[config.mk]
export PLATFORM = sky130hd
export DESIGN_NAME = multicycle_alu
export DESIGN_NICKNAME = d
export VERILOG_FILES = /design/src/rtl/alu_pkg.sv /design/src/rtl/chunk_adder.sv /design/src/rtl/multicycle_alu.sv
export SDC_FILE = /design/constraint.sdc
export NUM_CORES = 1
export LEC_CHECK = 0
export CORE_MARGIN = 3
export CORE_UTILIZATION = 30
export DETAILED_ROUTE_END_ITERATION = 16
export REMOVE_ABC_BUFFERS = 1
export SLEW_MARGIN = 20
export SYNTH_ARGS = -nofsm -noshare
export SYNTH_HDL_FRONTEND = slang
export SYNTH_SLANG_ARGS = --single-unit
[constraint.sdc]
create_clock -name clk -period 5.2 [get_ports clk]
set_clock_uncertainty 0.2 [all_clocks]
set_input_delay 1.04 -clock clk [delete_from_list [all_inputs] [get_ports clk]]
set_output_delay 1.04 -clock clk [all_outputs]
set_load 0.01 [all_outputs]
[src/rtl/alu_pkg.sv]
// Package: alu_pkg
// Purpose:
//   Shared definitions for the multi-cycle ALU: opcode values, FSM state
//   encoding, the chunk-index width helper and the opcode legality check.
// Configuration:
//   ALU_SUB_EN -- when defined, opcode 1 (SUB) is a legal operation;
//                 otherwise it is reported as illegal.
package alu_pkg;

  localparam logic [2:0] OP_ADD = 3'd0;
  localparam logic [2:0] OP_SUB = 3'd1;
  localparam logic [2:0] OP_AND = 3'd2;
  localparam logic [2:0] OP_OR  = 3'd3;
  localparam logic [2:0] OP_XOR = 3'd4;

  typedef enum logic [1:0] {
    S_IDLE = 2'd0,
    S_RUN  = 2'd1,
    S_DONE = 2'd2
  } state_t;

  // A single-chunk configuration still needs a 1-bit index register.
  function automatic int idx_width(input int nchunk);
    return (nchunk > 1) ? $clog2(nchunk) : 1;
  endfunction

  function automatic logic op_legal(input logic [2:0] op);
    logic legal;
    legal = 1'b0;
    case (op)
      OP_ADD, OP_AND, OP_OR, OP_XOR: legal = 1'b1;
`ifdef ALU_SUB_EN
      OP_SUB: legal = 1'b1;
`endif
      default: legal = 1'b0;
    endcase
    return legal;
  endfunction

endpackage

[src/rtl/chunk_adder.sv]
// Module: chunk_adder
// Purpose:
//   Combinational CHUNK-bit ripple-carry adder built from full-adder cells.
//   The multi-cycle ALU reuses this one slice for every chunk of the operands.
// Ports:
//   a, b      in   CHUNK  addend chunks
//   cin       in   1      carry into bit 0
//   sum       out  CHUNK  a + b + cin (low CHUNK bits)
//   cout      out  1      carry out of the top bit
//   c_msb_in  out  1      carry into the top bit (signed-overflow detection)
module chunk_adder #(
  parameter int CHUNK = 4
) (
  input  logic [CHUNK-1:0] a,
  input  logic [CHUNK-1:0] b,
  input  logic             cin,
  output logic [CHUNK-1:0] sum,
  output logic             cout,
  output logic             c_msb_in
);

  logic [CHUNK:0] c;

  assign c[0] = cin;

  for (genvar i = 0; i < CHUNK; i++) begin : g_fa
    assign sum[i]   = a[i] ^ b[i] ^ c[i];
    assign c[i + 1] = (a[i] & b[i]) | (c[i] & (a[i] ^ b[i]));
  end

  assign cout     = c[CHUNK];
  assign c_msb_in = c[CHUNK - 1];

endmodule

[src/rtl/multicycle_alu.sv]
// Module: multicycle_alu
// Purpose:
//   Multi-cycle ALU that processes WIDTH-bit operands CHUNK bits per clock,
//   least-significant chunk first, rippling the carry between chunks through
//   a single shared chunk_adder. Valid/ready handshakes on both sides.
// Parameters:
//   WIDTH  operand/result width (must be a multiple of CHUNK)
//   CHUNK  bits processed per cycle; WIDTH/CHUNK cycles per operation
// Ports:
//   clk, rst             clock (rising edge), synchronous active-high reset
//   in_valid / in_ready  operand handshake; in_ready high only when idle
//   op, a, b             opcode (0 ADD, 1 SUB, 2 AND, 3 OR, 4 XOR) and operands
//   out_valid / out_ready result handshake; out_valid high only when done
//   result               WIDTH-bit result, modulo 2^WIDTH
//   carry                ADD carry out, SUB no-borrow, 0 for logic ops
//   overflow             signed overflow for ADD/SUB, 0 otherwise
//   zero                 result == 0
//   err                  illegal opcode; result and other flags forced to 0
// Configuration:
//   ALU_SUB_EN -- defined: opcode 1 performs a - b; undefined: opcode 1 is
//                 illegal and the operand inverter / carry-in select is absent.
module multicycle_alu
  import alu_pkg::*;
#(
  parameter int WIDTH = 16,
  parameter int CHUNK = 4
) (
  input  logic             clk,
  input  logic             rst,
  input  logic             in_valid,
  output logic             in_ready,
  input  logic [2:0]       op,
  input  logic [WIDTH-1:0] a,
  input  logic [WIDTH-1:0] b,
  output logic             out_valid,
  input  logic             out_ready,
  output logic [WIDTH-1:0] result,
  output logic             carry,
  output logic             overflow,
  output logic             zero,
  output logic             err
);

  localparam int NCHUNK = WIDTH / CHUNK;
  localparam int IW     = idx_width(NCHUNK);
  localparam logic [IW-1:0] LAST_IDX = IW'(NCHUNK - 1);

  if ((CHUNK < 1) || (WIDTH % CHUNK != 0)) begin : g_bad_params
    $error("multicycle_alu: WIDTH must be a non-zero multiple of CHUNK");
  end

  state_t state;
  state_t state_next;

  // Operands are held as arrays of chunks so the active chunk is a plain
  // index by the chunk counter.
  logic [NCHUNK-1:0][CHUNK-1:0] a_reg;
  logic [NCHUNK-1:0][CHUNK-1:0] b_reg;
  logic [NCHUNK-1:0][CHUNK-1:0] result_reg;
  logic [NCHUNK-1:0][CHUNK-1:0] result_merged;
  logic [2:0]                   op_reg;
  logic [IW-1:0]                idx;
  logic                         chain_carry;
  logic                         carry_reg;
  logic                         overflow_reg;
  logic                         zero_reg;
  logic                         err_reg;

  logic [CHUNK-1:0] a_chunk;
  logic [CHUNK-1:0] b_chunk;
  logic [CHUNK-1:0] b_eff;
  logic [CHUNK-1:0] sum_chunk;
  logic [CHUNK-1:0] res_chunk;
  logic             add_cout;
  logic             add_c_msb_in;
  logic             is_arith;
  logic             last_chunk;
  logic             start_carry;

  assign a_chunk    = a_reg[idx];
  assign b_chunk    = b_reg[idx];
  assign last_chunk = (idx == LAST_IDX);
  assign is_arith   = (op_reg == OP_ADD) || (op_reg == OP_SUB);

  // Subtraction is a + ~b + 1: every chunk of b is inverted and the
  // carry chain is seeded with 1 on the accept edge.
`ifdef ALU_SUB_EN
  assign b_eff       = (op_reg == OP_SUB) ? ~b_chunk : b_chunk;
  assign start_carry = (op == OP_SUB);
`else
  assign b_eff       = b_chunk;
  assign start_carry = 1'b0;
`endif

  chunk_adder #(
    .CHUNK (CHUNK)
  ) u_chunk_adder (
    .a        (a_chunk),
    .b        (b_eff),
    .cin      (chain_carry),
    .sum      (sum_chunk),
    .cout     (add_cout),
    .c_msb_in (add_c_msb_in)
  );

  // Logic ops share the same chunk slot as the adder output.
  always_comb begin
    res_chunk = sum_chunk;
    case (op_reg)
      OP_AND:  res_chunk = a_chunk & b_chunk;
      OP_OR:   res_chunk = a_chunk | b_chunk;
      OP_XOR:  res_chunk = a_chunk ^ b_chunk;
      default: res_chunk = sum_chunk;
    endcase
  end

  // The zero flag must see the full result including the chunk being
  // written on the final edge, so merge it in before comparing.
  always_comb begin
    result_merged      = result_reg;
    result_merged[idx] = res_chunk;
  end

  always_ff @(posedge clk) begin
    if (rst) begin
      state <= S_IDLE;
    end else begin
      state <= state_next;
    end
  end

  // An illegal opcode spends one pass-through cycle in RUN without touching
  // the datapath, which gives it a fixed one-cycle latency to DONE.
  always_comb begin
    state_next = state;
    in_ready   = 1'b0;
    out_valid  = 1'b0;
    case (state)
      S_IDLE: begin
        in_ready = 1'b1;
        if (in_valid) begin
          state_next = S_RUN;
        end
      end
      S_RUN: begin
        if (err_reg || last_chunk) begin
          state_next = S_DONE;
        end
      end
      S_DONE: begin
        out_valid = 1'b1;
        if (out_ready) begin
          state_next = S_IDLE;
        end
      end
      default: state_next = S_IDLE;
    endcase
  end

  // Datapath: latch operands on accept, then fill one result chunk per
  // edge. Flags are only produced on the last chunk and then held until
  // the next accept, so DONE backpressure needs no extra logic.
  always_ff @(posedge clk) begin
    if (rst) begin
      a_reg        <= '0;
      b_reg        <= '0;
      op_reg       <= OP_ADD;
      idx          <= '0;
      chain_carry  <= 1'b0;
      result_reg   <= '0;
      carry_reg    <= 1'b0;
      overflow_reg <= 1'b0;
      zero_reg     <= 1'b0;
      err_reg      <= 1'b0;
    end else begin
      case (state)
        S_IDLE: begin
          if (in_valid) begin
            a_reg        <= a;
            b_reg        <= b;
            op_reg       <= op;
            idx          <= '0;
            chain_carry  <= start_carry;
            result_reg   <= '0;
            carry_reg    <= 1'b0;
            overflow_reg <= 1'b0;
            zero_reg     <= 1'b0;
            err_reg      <= ~op_legal(op);
          end
        end
        S_RUN: begin
          if (!err_reg) begin
            result_reg  <= result_merged;
            chain_carry <= add_cout;
            if (last_chunk) begin
              carry_reg    <= is_arith & add_cout;
              overflow_reg <= is_arith & (add_cout ^ add_c_msb_in);
              zero_reg     <= (result_merged == '0);
            end else begin
              idx <= idx + IW'(1);
            end
          end
        end
        default: begin
        end
      endcase
    end
  end

  assign result   = result_reg;
  assign carry    = carry_reg;
  assign overflow = overflow_reg;
  assign zero     = zero_reg;
  assign err      = err_reg;

endmodule
; ---- Word level (Yosys, flattened, before mapping)
; Cells that the tools add are included.
[totals]
ff_bits = 60
latchBits = 0
ramBits = 0
mem_bits_ro = 0
in_bits = 39
n_memories = 0
[op_classes]
n_addsub = 1
multipliers = 0
n_div = 0
n_lt_le_gt_ge = 2
eq_ne = 16
shifts = 0
n_mux = 37
n_bitwise = 27
n_reduce_logical = 14
[ops]
columns = op, n
row1 = 16-bit 2-to-1 mux, 2
row2 = 16-bit case mux with 2 select lines, 1
row3 = 4-bit binary-select mux with 2-bit select, 2
row4 = 16-bit bitwise mux, 1
row5 = 16-bit zero test, 1
row6 = 1-bit 2-to-1 mux, 14
row7 = "3-bit by 2-bit == test with 1-bit output, second input constant", 4
row8 = 2-bit 2-to-1 mux, 6
row9 = 4-bit 2-to-1 mux, 3
row10 = "2-bit inequality test, second input constant", 6
row11 = 4-bit case mux with 3 select lines, 1
row12 = 1-bit AND, 10
row13 = 1-bit bitwise XOR, 9
row14 = 4-bit demux with 2-bit select, 1
row15 = 1-bit case mux with 2 select lines, 4
row16 = 4-bit AND reduction, 2
row17 = "3-bit == test, second input constant", 2
row18 = 3-bit zero test, 2
row19 = 2-bit case mux with 3 select lines, 1
row20 = 3-bit AND reduction, 2
row21 = 4-bit AND, 1
row22 = "2-bit == test, second input constant", 2
row23 = 1-bit bitwise OR, 4
row24 = 4-bit bitwise OR, 1
row25 = other kinds (14), 15

; ---- Longest topological paths before layout
; Gate-level depths: netlist of run 1.
[logic_depth]
depth_word = 16
depth_mapped = 14
mapped_depth_nobuf = 13

; ---- Hierarchy
; From an unflattened synthesis of run 1, not the netlist that was laid out.
[unflattened]
cells_unflattened = 350
area_unflattened_um2 = 3026.7
[by_module_without_submodules]
columns = mod, instances, cells_each, area_each_um2
row1 = multicycle_alu, 1, 338, 2916.5
row2 = chunk_adder, 1, 12, 110.1

; ---- Least setup slack after synthesis of run 1
; No wires, ideal clock.
[synth_timing]
kind = register -> register
startpoint = register idx[0]
endpoint = register zero_reg (netlist: zero)
t_arrival_ns = 3.800
path_slack_ns = 1.104
stages_incl_launch_ff = 12
n_path_buf = 1
cell_sequence = dfxtp_1 -> buf_1 -> mux4_2 -> fa_1 -> inv_1 -> fa_1 -> inv_1 -> fa_1 -> or2b_1 -> o311a_4 -> or4_4 -> o41ai_2
[synth_between]
elab_chain_cells = 16
elab_cells_between_ends = 38
classes_between = 2 x order compare / 2 x eq/ne / 11 x mux / 20 x bitwise / 3 x reduce/logical
[synth_rtl]
columns = element, line_no
row1 = "start, declared", multicycle_alu.sv:62  ; logic [IW-1:0] idx;
row2 = "start signal, assigned", multicycle_alu.sv:200  ; idx <= idx + IW'(1);
row3 = "4-bit binary-select mux with 2-bit select, on equally long branches", "multicycle_alu.sv:80, multicycle_alu.sv:81"
row4 = "4-bit 2-to-1 mux, on equally long branches", "multicycle_alu.sv:80, multicycle_alu.sv:81"
row5 = 1-bit bitwise XOR, "chunk_adder.sv:27, chunk_adder.sv:28"
row6 = 1-bit AND, chunk_adder.sv:28  ; assign c[i + 1] = (a[i] & b[i]) | (c[i] & (a[i] ^ b[i]));
row7 = 1-bit bitwise OR, chunk_adder.sv:28
row8 = 1-bit AND, chunk_adder.sv:28
row9 = 1-bit bitwise OR, chunk_adder.sv:28
row10 = 1-bit AND, chunk_adder.sv:28
row11 = 1-bit bitwise OR, chunk_adder.sv:28
row12 = 1-bit bitwise XOR, chunk_adder.sv:27  ; assign sum[i] = a[i] ^ b[i] ^ c[i];
row13 = 4-bit case mux with 3 select lines, multicycle_alu.sv:109  ; case (op_reg)
row14 = 16-bit bitwise mux, multicycle_alu.sv:121  ; result_merged[idx] = res_chunk;
row15 = 16-bit zero test, multicycle_alu.sv:198  ; zero_reg <= (result_merged == '0);
row16 = 1-bit 2-to-1 mux, multicycle_alu.sv:195  ; if (last_chunk) begin
row17 = 1-bit 2-to-1 mux, multicycle_alu.sv:192  ; if (!err_reg) begin
row18 = 1-bit case mux with 2 select lines, multicycle_alu.sv:176  ; case (state)
row19 = "end signal, assigned", multicycle_alu.sv:198
row20 = "end, declared", multicycle_alu.sv:66  ; logic zero_reg;
; Parallel ways exist; a longest one is shown, timed or not. The select of a mux whose other input is x is not followed.
; A chain may end at the register's enable or synchronous reset.

; ---- Worst setup path in the final report of run 1
[layout_timing]
startpoint = register idx[1]
endpoint = register zero_reg (netlist: zero)
; Same word-level chain as after synthesis.

==> impl_results.md, run 1 <==
- Status: complete, no violations
- Worst path arrival time: 4.29 ns
- Diodes inserted: 0
- Htree depth: 3
- Drt first pass iters: 4
- Yosys warnings: 0
- Max-cap violations: 0
- Worst-path maximum fanout: 13
- RSZ-0062 raised after global routing: false
- Seq/Total Area, Yosys: 39.5%
- Yosys top cell area share: 39.5%
- Fin crit period: 4.25 ns
- Clock-pin slew on the worst setup and hold paths: 0.07 ns
- Leakage power: 1.42 nW
- Yosys reg bits: 60
- Layout cells sized above 1: 9.22%
- Required @ worst endpoint: 5.24 ns
- Fin nets: 462
- P&R area growth vs syn: 31.0%
- Most common cell after layout, fill and taps aside: nand2_1
- CTS Sinks: 60
- Crit path capture type: flop
- Core Rows: 36
- DRT iter0 DRCs: 102
- Die height: 107 um
- Peak supply drop: 0.132 mV
- Wire length of the first global-routing pass: 12.2 mm
- GRT Total Usage: 13.5%
- Drt drc: 0
- Boundary pin count: 61
- Final Util: 40.5%
- Startpoint class of the critical path: flop
- Multi-input gate area: 0.00168 mm^2
- Hold slack: 0.253 ns
- Area leader, netlist: dfxtp_1
- Core ar.: 0.00982 mm^2
- Clk_lat worst skew: 0.34 ns
- Crit path cell chain: mux4_2, inv_1, fa_1, inv_1, fa_1, inv_1, fa_1, inv_1, fa_1, or2b_1, o311a_4, or4_4, o41ai_2
- Vias: 2584
- Slew at the pin closest to its max-slew limit: 1.07 ns
- R2r startpoint: idx[1]
- Synth unique cells: 44
- Final Wtd Congestion: 0.860
- CTS root buffer: clkbuf_8
- Final setup TNS: 0 ns
- Mean Syn Cell Area: 8.54 um^2
- Wirelength per Cell: 13.2 um
- Final hold violation count: 0
- Die Width: 107 um
- Synth Instances: 356
- Cell Area, Placed: 0.00373 mm^2
- CP max stage delay: 0.69 ns
- Commonest cells after routing, fill and taps aside: nand2_1 (85), dfxtp_1 (60), clkdlybuf4s50_1 (59)
- Total CTS buffers: 9
- Maximum clock insertion buffer count: 2
- GRT overflow: 0
- Main flop type after synthesis: dfxtp_1
- Final worst path period share: 81.8%
- Relative slew slack: 28.5%
- Hold_buf cts: 0
- CP max stage cell: dfxtp_1
- Largest net degree at the start of global routing: 61
- Setup Viol. Count Final: 0
- CTS tree: built
- Top delay family on crit path: adder cells
- Fmax: 235 MHz
- Post_cts resized: 0
- Initial Utilization: 31.0%
- Top cells by area, synth: dfxtp_1 (40%), nand2_1 (10%), a21oi_1 (8.9%), mux4_2 (5.9%), ha_1 (4.9%)
- Fill count: 1054
- Setup bufs post-CTS: 0
- Detailed Route WL: 7.21 mm
- Antenna-violating nets left: 0
- Mapped Area: 0.00304 mm^2
- Initial antenna violation count: 0
- Port bufs: 60
- Total die area: 0.0114 mm^2
- Worst hold path type: flop to flop
- Slew Viols, Final: 0
- Estimated wirelength of the detail-placed design: 5.36 mm
- Reg area: 0.00120 mm^2
- Worst Hold Launch: a_reg[6]
- WP buf/inv: 4
- Critical Path Start: idx[1]
- Number of global-route vias before repair: 2620
- Fin area: 0.00398 mm^2
- PD cells: 306 mW/mm^2
- Via-to-Cell Ratio: 4.74
- Worst Path Class, Setup: flop to flop
- EDFF count, synth: 0
- Synth async-reset ratio: 0%
## cell usage after synthesis (3+ instances only)
| cell | n |
|---|---|
| inv_1 | 17 |
| clkbuf_1 | 18 |
| ha_1 | 12 |
| a21oi_1 | 54 |
| o21ai_0 | 6 |
| a32o_1 | 4 |
| nand2b_1 | 13 |
| dfxtp_1 | 60 |
| fa_1 | 4 |
| mux2i_1 | 4 |
| o211ai_1 | 10 |
| a211oi_1 | 5 |
| nand2_1 | 85 |
| or2_2 | 3 |
| mux4_2 | 8 |
| nor2b_1 | 12 |
| nor2_1 | 6 |
## final timing paths
check | end | cells after the start | slack (ns)
setup / recovery | zero | 13 | 0.95
hold / removal | a_reg[6] | 2 | 0.25
setup reg to reg | zero | 13 | 0.95
hold reg to reg | a_reg[6] | 2 | 0.25
## cell families after synthesis
group	Yosys count	synth area share (%)
AO/OA/AOI/OAI	91	18.9
adder cells (fa/ha/maj)	16	7.58
XOR/XNOR	1	0.288
buffers and inverters	40	5.27
flip-flops	60	39.5
AND/OR/NAND/NOR	136	21.2
multiplexers	12	7.25
## metrics by stage
step	std cells	setup WS [ns]	total power, mW
finish	545	0.947	1.22
global placement	529	1.08	0.708
global route	545	0.723	1.28
CTS	545	0.905	1.23
detailed placement	529	0.940	0.713
floorplan	333	0.861	0.629
## worst min-delay path, stage by stage, from the launching register on
cell,delay [ns]
dfxtp_1,0.31
nand2_1,0.05
a21oi_1,0.05
## layout make-up
| type | instances | share of cell area [%] |
|---|---|---|
| clock buffer | 10 | 3.46 |
| clock inverter | 6 | 2.80 |
| inverter | 17 | 1.60 |
| multi-input combinational | 256 | 42.3 |
| sequential | 60 | 30.2 |
| tap | 133 | 4.18 |
| timing repair buffer | 63 | 15.5 |
## report_power, final
group / switching [mW] / total, mW / internal [mW]
clock: 0.185 / 0.516 / 0.331
sequential: 0.0221 / 0.505 / 0.483
combinational: 0.103 / 0.195 / 0.0922
total: 0.310 / 1.22 / 0.906
## per-layer routing
layer	GRT usage (%)	wire length [um]
met1	16.8	3360
met2	22.4	3430
met3	3.19	296
met4	5.39	123
met5	0	0
(Power assumes the default switching activity.)
==> run 2: changes to the inputs <==
==> constraint.sdc (replaced) <==
create_clock -name clk -period 3.9 [get_ports clk]
set_clock_uncertainty 0.2 [all_clocks]
set_input_delay 0.78 -clock clk [delete_from_list [all_inputs] [get_ports clk]]
set_output_delay 0.78 -clock clk [all_outputs]
set_load 0.01 [all_outputs]
==> run 2 against run 1 <==
Worst setup slack got worse by 0.78 ns. Die area did not move. First-iteration DRC count fell by 0.98%. Wire length rose by 0.37%. Count of clock-buffer cells in the layout rose by 2. Critical endpoint unchanged.
==> impl_results.md, run 2 (synthesis gave the netlist of run 1 again) <==
- Fin area: 0.00403 mm^2 (+1.1%)
- Worst hold path type: flop to flop
- Relative slew slack: 42.1% (+14 points)
- Final worst path period share: 95.8% (+14 points)
- P&R area growth vs syn: 32.4%
- Status: complete, no violations
- Initial Utilization: 31.0% (unchanged)
- Startpoint class of the critical path: flop
- DRT iter0 DRCs: 101 (-0.98%)
- Psw: 0.405 mW (+31%)
- Max-cap violations: 0 (unchanged)
- Detailed Route WL: 7.23 mm (+0.37%)
- Estimated wirelength of the detail-placed design: 5.28 mm (-1.5%)
- Number of global-route vias before repair: 2592 (-1.1%)
- Via-to-Cell Ratio: 4.69 (-1.1%)
- Final hold violation count: 0 (unchanged)
- Clock-pin slew on the worst setup and hold paths: 0.06 ns (about the same)
- FF-to-FF setup slack: 0.16 ns (-0.78 ns)
- Core Rows: 36 (unchanged)
- Fin crit period: 3.74 ns (-0.518 ns)
- Critical Path Start: idx[0]
- CTS Sinks: 60 (unchanged)
- Htree depth: 3 (unchanged)
- Required @ worst endpoint: 3.94 ns (-1.30 ns)
- Largest net degree at the start of global routing: 61 (unchanged)
- Comb pwr share: 18.5% (+2.4 points)
- Total CTS buffers: 9 (unchanged)
- Commonest cells after routing, fill and taps aside: nand2_1 (85), dfxtp_1 (59), clkdlybuf4s50_1 (59)
- GRT Total Usage: 13.3% (-0.13 points)
- RSZ-0062 raised after global routing: false
- Worst Path Class, Setup: flop to flop
- Setup Viol. Count Final: 0 (unchanged)
- Clock share of power: 37.1% (-5.3 points)
- Vias: 2603 (+0.74%)
- Fin nets: 472 (+2.2%)
- Port bufs: 60 (unchanged)
- Worst path arrival time: 3.78 ns (-0.51 ns)
- Diodes inserted: 0 (unchanged)
- Seq pwr share: 44.4% (+2.9 points)
- Drt first pass iters: 7 (+3)
- Die Width: 107 um (unchanged)
- Worst Hold Launch: b_reg[2]
- CTS tree: built
- Crit path capture type: flop
- Total die area: 0.0114 mm^2 (unchanged)
- R2r startpoint: idx[0]
- Slew Viols, Final: 0 (unchanged)
- Initial antenna violation count: 0 (unchanged)
- GRT overflow: 0 (unchanged)
- Antenna-violating nets left: 0 (unchanged)
- Switching share of total power: 26.8% (+1.3 points)
- Total Power: 1.51 mW (+24%)
- Die height: 107 um (unchanged)
- Layout cells sized above 1: 12.6% (+3.3 points)
- Boundary pin count: 61 (unchanged)
- Clk_lat worst skew: 0.33 ns (about the same)
- Fmax: 268 MHz (+14%)
- PD cells: 376 mW/mm^2 (+23%)
- Maximum clock insertion buffer count: 2 (unchanged)
- Worst-path maximum fanout: 3 (-10)
- Leakage power: 1.45 nW (+2.2%)
- Cell Area, Placed: 0.00379 mm^2 (+1.6%)
- Wirelength per Cell: 13.0 um (-1.4%)
- CTS root buffer: clkbuf_8
- Core ar.: 0.00982 mm^2 (unchanged)
- Final Wtd Congestion: 0.805 (-6.3%)
- Int Pwr: 1.11 mW (+22%)
- Slew at the pin closest to its max-slew limit: 0.862 ns (-0.210 ns)
- Wire length of the first global-routing pass: 12.2 mm (-0.33%)
- Peak supply drop: 0.152 mV (+15%)
- Drt drc: 0 (unchanged)
- Most common cell after layout, fill and taps aside: nand2_1
run 2: cell count changes in the layout (fill, tap and decap cells not counted), sizes merged:
cell	previous run	this run
buf	4	14
bufinv	3	1
clkbuf	10	12
run 2: worst max-delay path: stages (launching register included):
cell     delay, ns
dfxtp_4       0.36
mux4_2        0.35
inv_2         0.05
fa_1          0.38
inv_1         0.08
fa_2          0.19
inv_2         0.04
fa_2          0.36
inv_1         0.09
fa_1          0.45
or2b_1        0.25
o311a_4       0.13
or4_4         0.53
o41ai_2       0.19
run 2: cell type report:
type / instances / area [um^2]
Tap cell: 133 / 166
Inverter: 17 / 63.8
Sequential cell: 60 / 1200
Timing Repair Buffer: 73 / 699
Clock buffer: 12 / 155
Multi-Input combinational cell: 256 / 1690
Clock inverter: 4 / 47.5
Fill cell: 1060 / 5790
run 2: through the flow:
| step | hold WS (ns) | setup slack, ns | TNS (ns) | instances | utilization (%) |
|---|---|---|---|---|---|
| after global routing | 0.270 | 0.0283 | 0 | 555 | 41.0 |
| after detailed placement | 0.246 | -0.0766 | -0.0766 | 537 | 38.6 |
| after CTS | 0.255 | 0.00383 | 0 | 553 | 40.8 |
| after global placement | 0.244 | -0.00890 | -0.00890 | 537 | 38.6 |
| after floorplan | 0.227 | -0.233 | -0.965 | 333 | - |
| final | 0.255 | 0.165 | 0 | 555 | 41.0 |
run 2: per-layer routing:
metal	wire length, um	GRT usage, %	vias to the layer above
met5	0	0	-
met4	99	5.66	0
met3	376	2.53	11
met2	3560	22.2	57
met1	3200	16.9	1191
li1	-	-	1344
run 2: power by group through the flow:
stage	Combinational, mW	Sequential [mW]	Clock, mW
floorplan	0.155	0.683	0
global placement	0.271	0.685	0
detailed placement	0.277	0.686	0
CTS	0.278	0.673	0.578
global route	0.315	0.678	0.606
finish	0.280	0.672	0.562
run 2: path summary, 6_finish.rpt:
kind,to,cells past startpoint
max reg2reg,zero,13
min,b_reg[2],2
max,zero,13
min reg2reg,b_reg[2],2
run 2: repair_timing:
item / in CTS / in global routing
hold buffers: 0 / 0
setup endpoints to repair: 1 / 1
pin swaps: 0 / 3
gates resized for setup: 3 / 5
setup buffers: 0 / 2
==> run 3: changes to the inputs <==
--- a/config.mk
+++ b/config.mk
@@ -5,6 +5,7 @@
 export SDC_FILE = /design/constraint.sdc
 export NUM_CORES = 1
 export LEC_CHECK = 0
+export CAP_MARGIN = 20
 export CORE_MARGIN = 3
 export CORE_UTILIZATION = 30
 export DETAILED_ROUTE_END_ITERATION = 16
@@ -12,4 +13,5 @@
 export SLEW_MARGIN = 20
 export SYNTH_ARGS = -nofsm -noshare
 export SYNTH_HDL_FRONTEND = slang
+export SYNTH_HIERARCHICAL = 1
 export SYNTH_SLANG_ARGS = --single-unit
==> run 3 against run 2 <==
Sequential share of layout area is 0.82 points higher. Register-to-register slack better by 0.29 ns. Core utilization is 1.0 points lower.
==> impl_results.md, run 3 <==
- Slew Viols, Final: 0 (unchanged)
- Peak supply drop: 0.147 mV (-3.6%)
- GRT overflow: 0 (unchanged)
- Status: complete, no violations
- Fin nets: 458 (-3.0%)
- Worst Path Class, Setup: flop to flop
- Synth async-reset ratio: 0% (unchanged)
- Top-count cell post-synth: nand2_1
- Core ar.: 0.00977 mm^2 (-0.46%)
- Commonest cells after routing, fill and taps aside: nand2_1 (78), dfxtp_1 (60), clkdlybuf4s50_1 (59)
- Largest net degree at the start of global routing: 47 (-23%)
- Slew at the pin closest to its max-slew limit: 0.590 ns (-0.272 ns)
- Yosys warnings: 6 (+6)
- Clock share of power: 37.6% (+0.5 points)
- Area leader, netlist: dfxtp_1
- Final worst path period share: 88.4% (-7.4 points)
- Setup Viol. Count Final: 0 (unchanged)
- Multi-input gate area: 0.00162 mm^2 (-3.9%)
- Estimated wirelength of the detail-placed design: 5.19 mm (-1.6%)
- Initial Utilization: 31.0% (about the same)
- Die Width: 106 um (-0.19%)
- DRT iter0 DRCs: 254 (+150%)
- Worst hold path type: flop to flop
- Fmax: 290 MHz (+8.4%)
- Worst path arrival time: 3.46 ns (-0.32 ns)
- Htree depth: 3 (unchanged)
- Top post-synthesis cells by count: nand2_1 (78), dfxtp_1 (60), a21oi_1 (45), nor2_1 (26), inv_1 (20)
- Core Rows: 36 (unchanged)
- Synth unique cells: 42 (-4.5%)
- Yosys top cell area share: 39.7% (+0.16 points)
- Mean Syn Cell Area: 8.65 um^2 (+1.3%)
- Boundary pin count: 61 (unchanged)
- Drt drc: 0 (unchanged)
- Final setup TNS: 0 ns (unchanged)
- Seq/Total Area, Yosys: 39.7% (+0.16 points)
- Switching share of total power: 27.4% (+0.67 points)
- Mapped Area: 0.00303 mm^2 (-0.41%)
- Post_cts resized: 0 (-3)
- Maximum clock insertion buffer count: 2 (unchanged)
- Port bufs: 60 (unchanged)
- Main flop type after synthesis: dfxtp_1
- Startpoint class of the critical path: flop
- RSZ-0062 raised after global routing: false
- Leakage power: 1.42 nW (-2.5%)
- Number of global-route vias before repair: 2509 (-3.2%)
- PD cells: 386 mW/mm^2 (+2.7%)
- CTS tree: built
- P&R area growth vs syn: 29.0%
- Most common cell after layout, fill and taps aside: nand2_1
- Total CTS buffers: 9 (unchanged)
- Final Util: 40.0% (-1.0 points)
- Max-cap violations: 0 (unchanged)
- Drt first pass iters: 4 (-3)
- Seq pwr share: 44.7% (+0.3 points)
- Comb pwr share: 17.8% (-0.7 points)
- Detailed Route WL: 7.11 mm (-1.6%)
- CTS root buffer: clkbuf_8
- Vias: 2558 (-1.7%)
- Total Power: 1.51 mW (-0.39%)
- Final hold violation count: 0 (unchanged)
- Yosys reg bits: 60 (unchanged)
- Initial antenna violation count: 0 (unchanged)
- CTS Sinks: 60 (unchanged)
- Required @ worst endpoint: 3.91 ns (-0.03 ns)
- Wire length of the first global-routing pass: 12.0 mm (-1.5%)
- Setup bufs post-CTS: 0 (unchanged)
- Hold_buf cts: 0 (unchanged)
- Relative slew slack: 60.6% (+18 points)
- Diodes inserted: 0 (unchanged)
- Via-to-Cell Ratio: 4.74 (+1.0%)
- Final Wtd Congestion: 0.820 (+1.9%)
- Layout cells sized above 1: 10.8% (-1.7 points)
- Cell count after placement: 525 (-2.2%)
- Wirelength per Cell: 13.2 um (+1.1%)
- Int Pwr: 1.09 mW (-1.3%)
- Psw: 0.414 mW (+2.1%)
- Fill count: 1013 (-4.4%)
- Clock-pin slew on the worst setup and hold paths: 0.07 ns (about the same)
- Worst-path maximum fanout: 7 (+4)
- Synth Instances: 350 (-1.7%)
- Fin crit period: 3.45 ns (-0.288 ns)
- Top cells by area, synth: dfxtp_1 (40%), nand2_1 (9.7%), a21oi_1 (7.4%), mux4_2 (6.0%), ha_1 (5.0%)
- GRT Total Usage: 13.0% (-0.29 points)
- Antenna-violating nets left: 0 (unchanged)
- Clk_lat worst skew: 0.33 ns (about the same)
- Crit path capture type: flop
- Reg area: 0.00120 mm^2 (-0.31%)
- Total die area: 0.0113 mm^2 (-0.38%)
- EDFF count, synth: 0 (unchanged)
- Fin area: 0.00391 mm^2 (-3.0%)
- Die height: 106 um (-0.19%)
- Cell Count, Final, Fillers Out: 540 (-2.7%)
- Cell Area, Placed: 0.00370 mm^2 (-2.3%)
run 3: worst paths after layout:
check                           startpoint          to  slack (ns)  cells past startpoint
worst max-delay path                idx[0]  result[11]        0.45                     11
worst min register to register    a_reg[3]    a_reg[3]        0.25                      2
worst min-delay path              a_reg[3]    a_reg[3]        0.25                      2
worst max register to register      idx[0]  result[11]        0.45                     11
run 3: layout make-up:
| class | count | share of cell area [%] |
|---|---|---|
| multi-input combinational | 246 | 41.5 |
| sequential | 60 | 30.8 |
| timing repair buffer | 66 | 16.4 |
| tap | 133 | 4.26 |
| clock buffer | 11 | 3.88 |
| inverter | 20 | 1.92 |
| clock inverter | 4 | 1.25 |
run 3: cell families (layout without fill, tap and decap cells):
group                    Yosys count  after routing  share of synthesized area, %
AND/OR/NAND/NOR                  141            141                          22.7
multiplexers                      10             10                          6.66
AO/OA/AOI/OAI                     77             77                          15.4
buffers and inverters             44            101                          6.74
XOR/XNOR                           2              2                          1.20
flip-flops                        60             60                          39.7
adder cells (fa/ha/maj)           16             16                          7.61
run 3: layer usage:
| metal | wire [um] | up-vias | global-route usage [%] | share of wire (%) |
|---|---|---|---|---|
| met5 | 0 | - | 0 | 0 |
| met3 | 314 | 12 | 3.22 | 4.4 |
| met1 | 3400 | 1188 | 18.1 | 48 |
| met2 | 3290 | 49 | 19.9 | 46 |
| met4 | 107 | 0 | 4.47 | 1.5 |
| li1 | - | 1309 | - | - |
run 3: critical path, stage by stage, from the launching register on:
cell     delay (ns)
dfxtp_1        0.56
mux4_2         0.62
fa_1           0.43
inv_1          0.08
fa_1           0.19
fa_1           0.17
inv_1          0.07
fa_1           0.42
a21oi_1        0.26
nor4_4         0.09
a22oi_1        0.17
nor2_1         0.05
run 3: power groups by stage:
stage / Clock (mW) / Sequential [mW] / Combinational, mW
final: 0.567 / 0.674 / 0.268
after global routing: 0.610 / 0.679 / 0.303
after CTS: 0.585 / 0.674 / 0.271
after detailed placement: 0 / 0.688 / 0.269
after global placement: 0 / 0.687 / 0.267
after floorplan: 0 / 0.682 / 0.158
run 3: per-stage QoR:
step	hold WS [ns]	setup WS, ns
5_1_grt	0.270	0.177
4_1_cts	0.256	0.412
6_report	0.252	0.453
3_5_place_dp	0.248	0.431
2_1_floorplan	0.227	0.482
3_3_place_gp	0.243	0.509
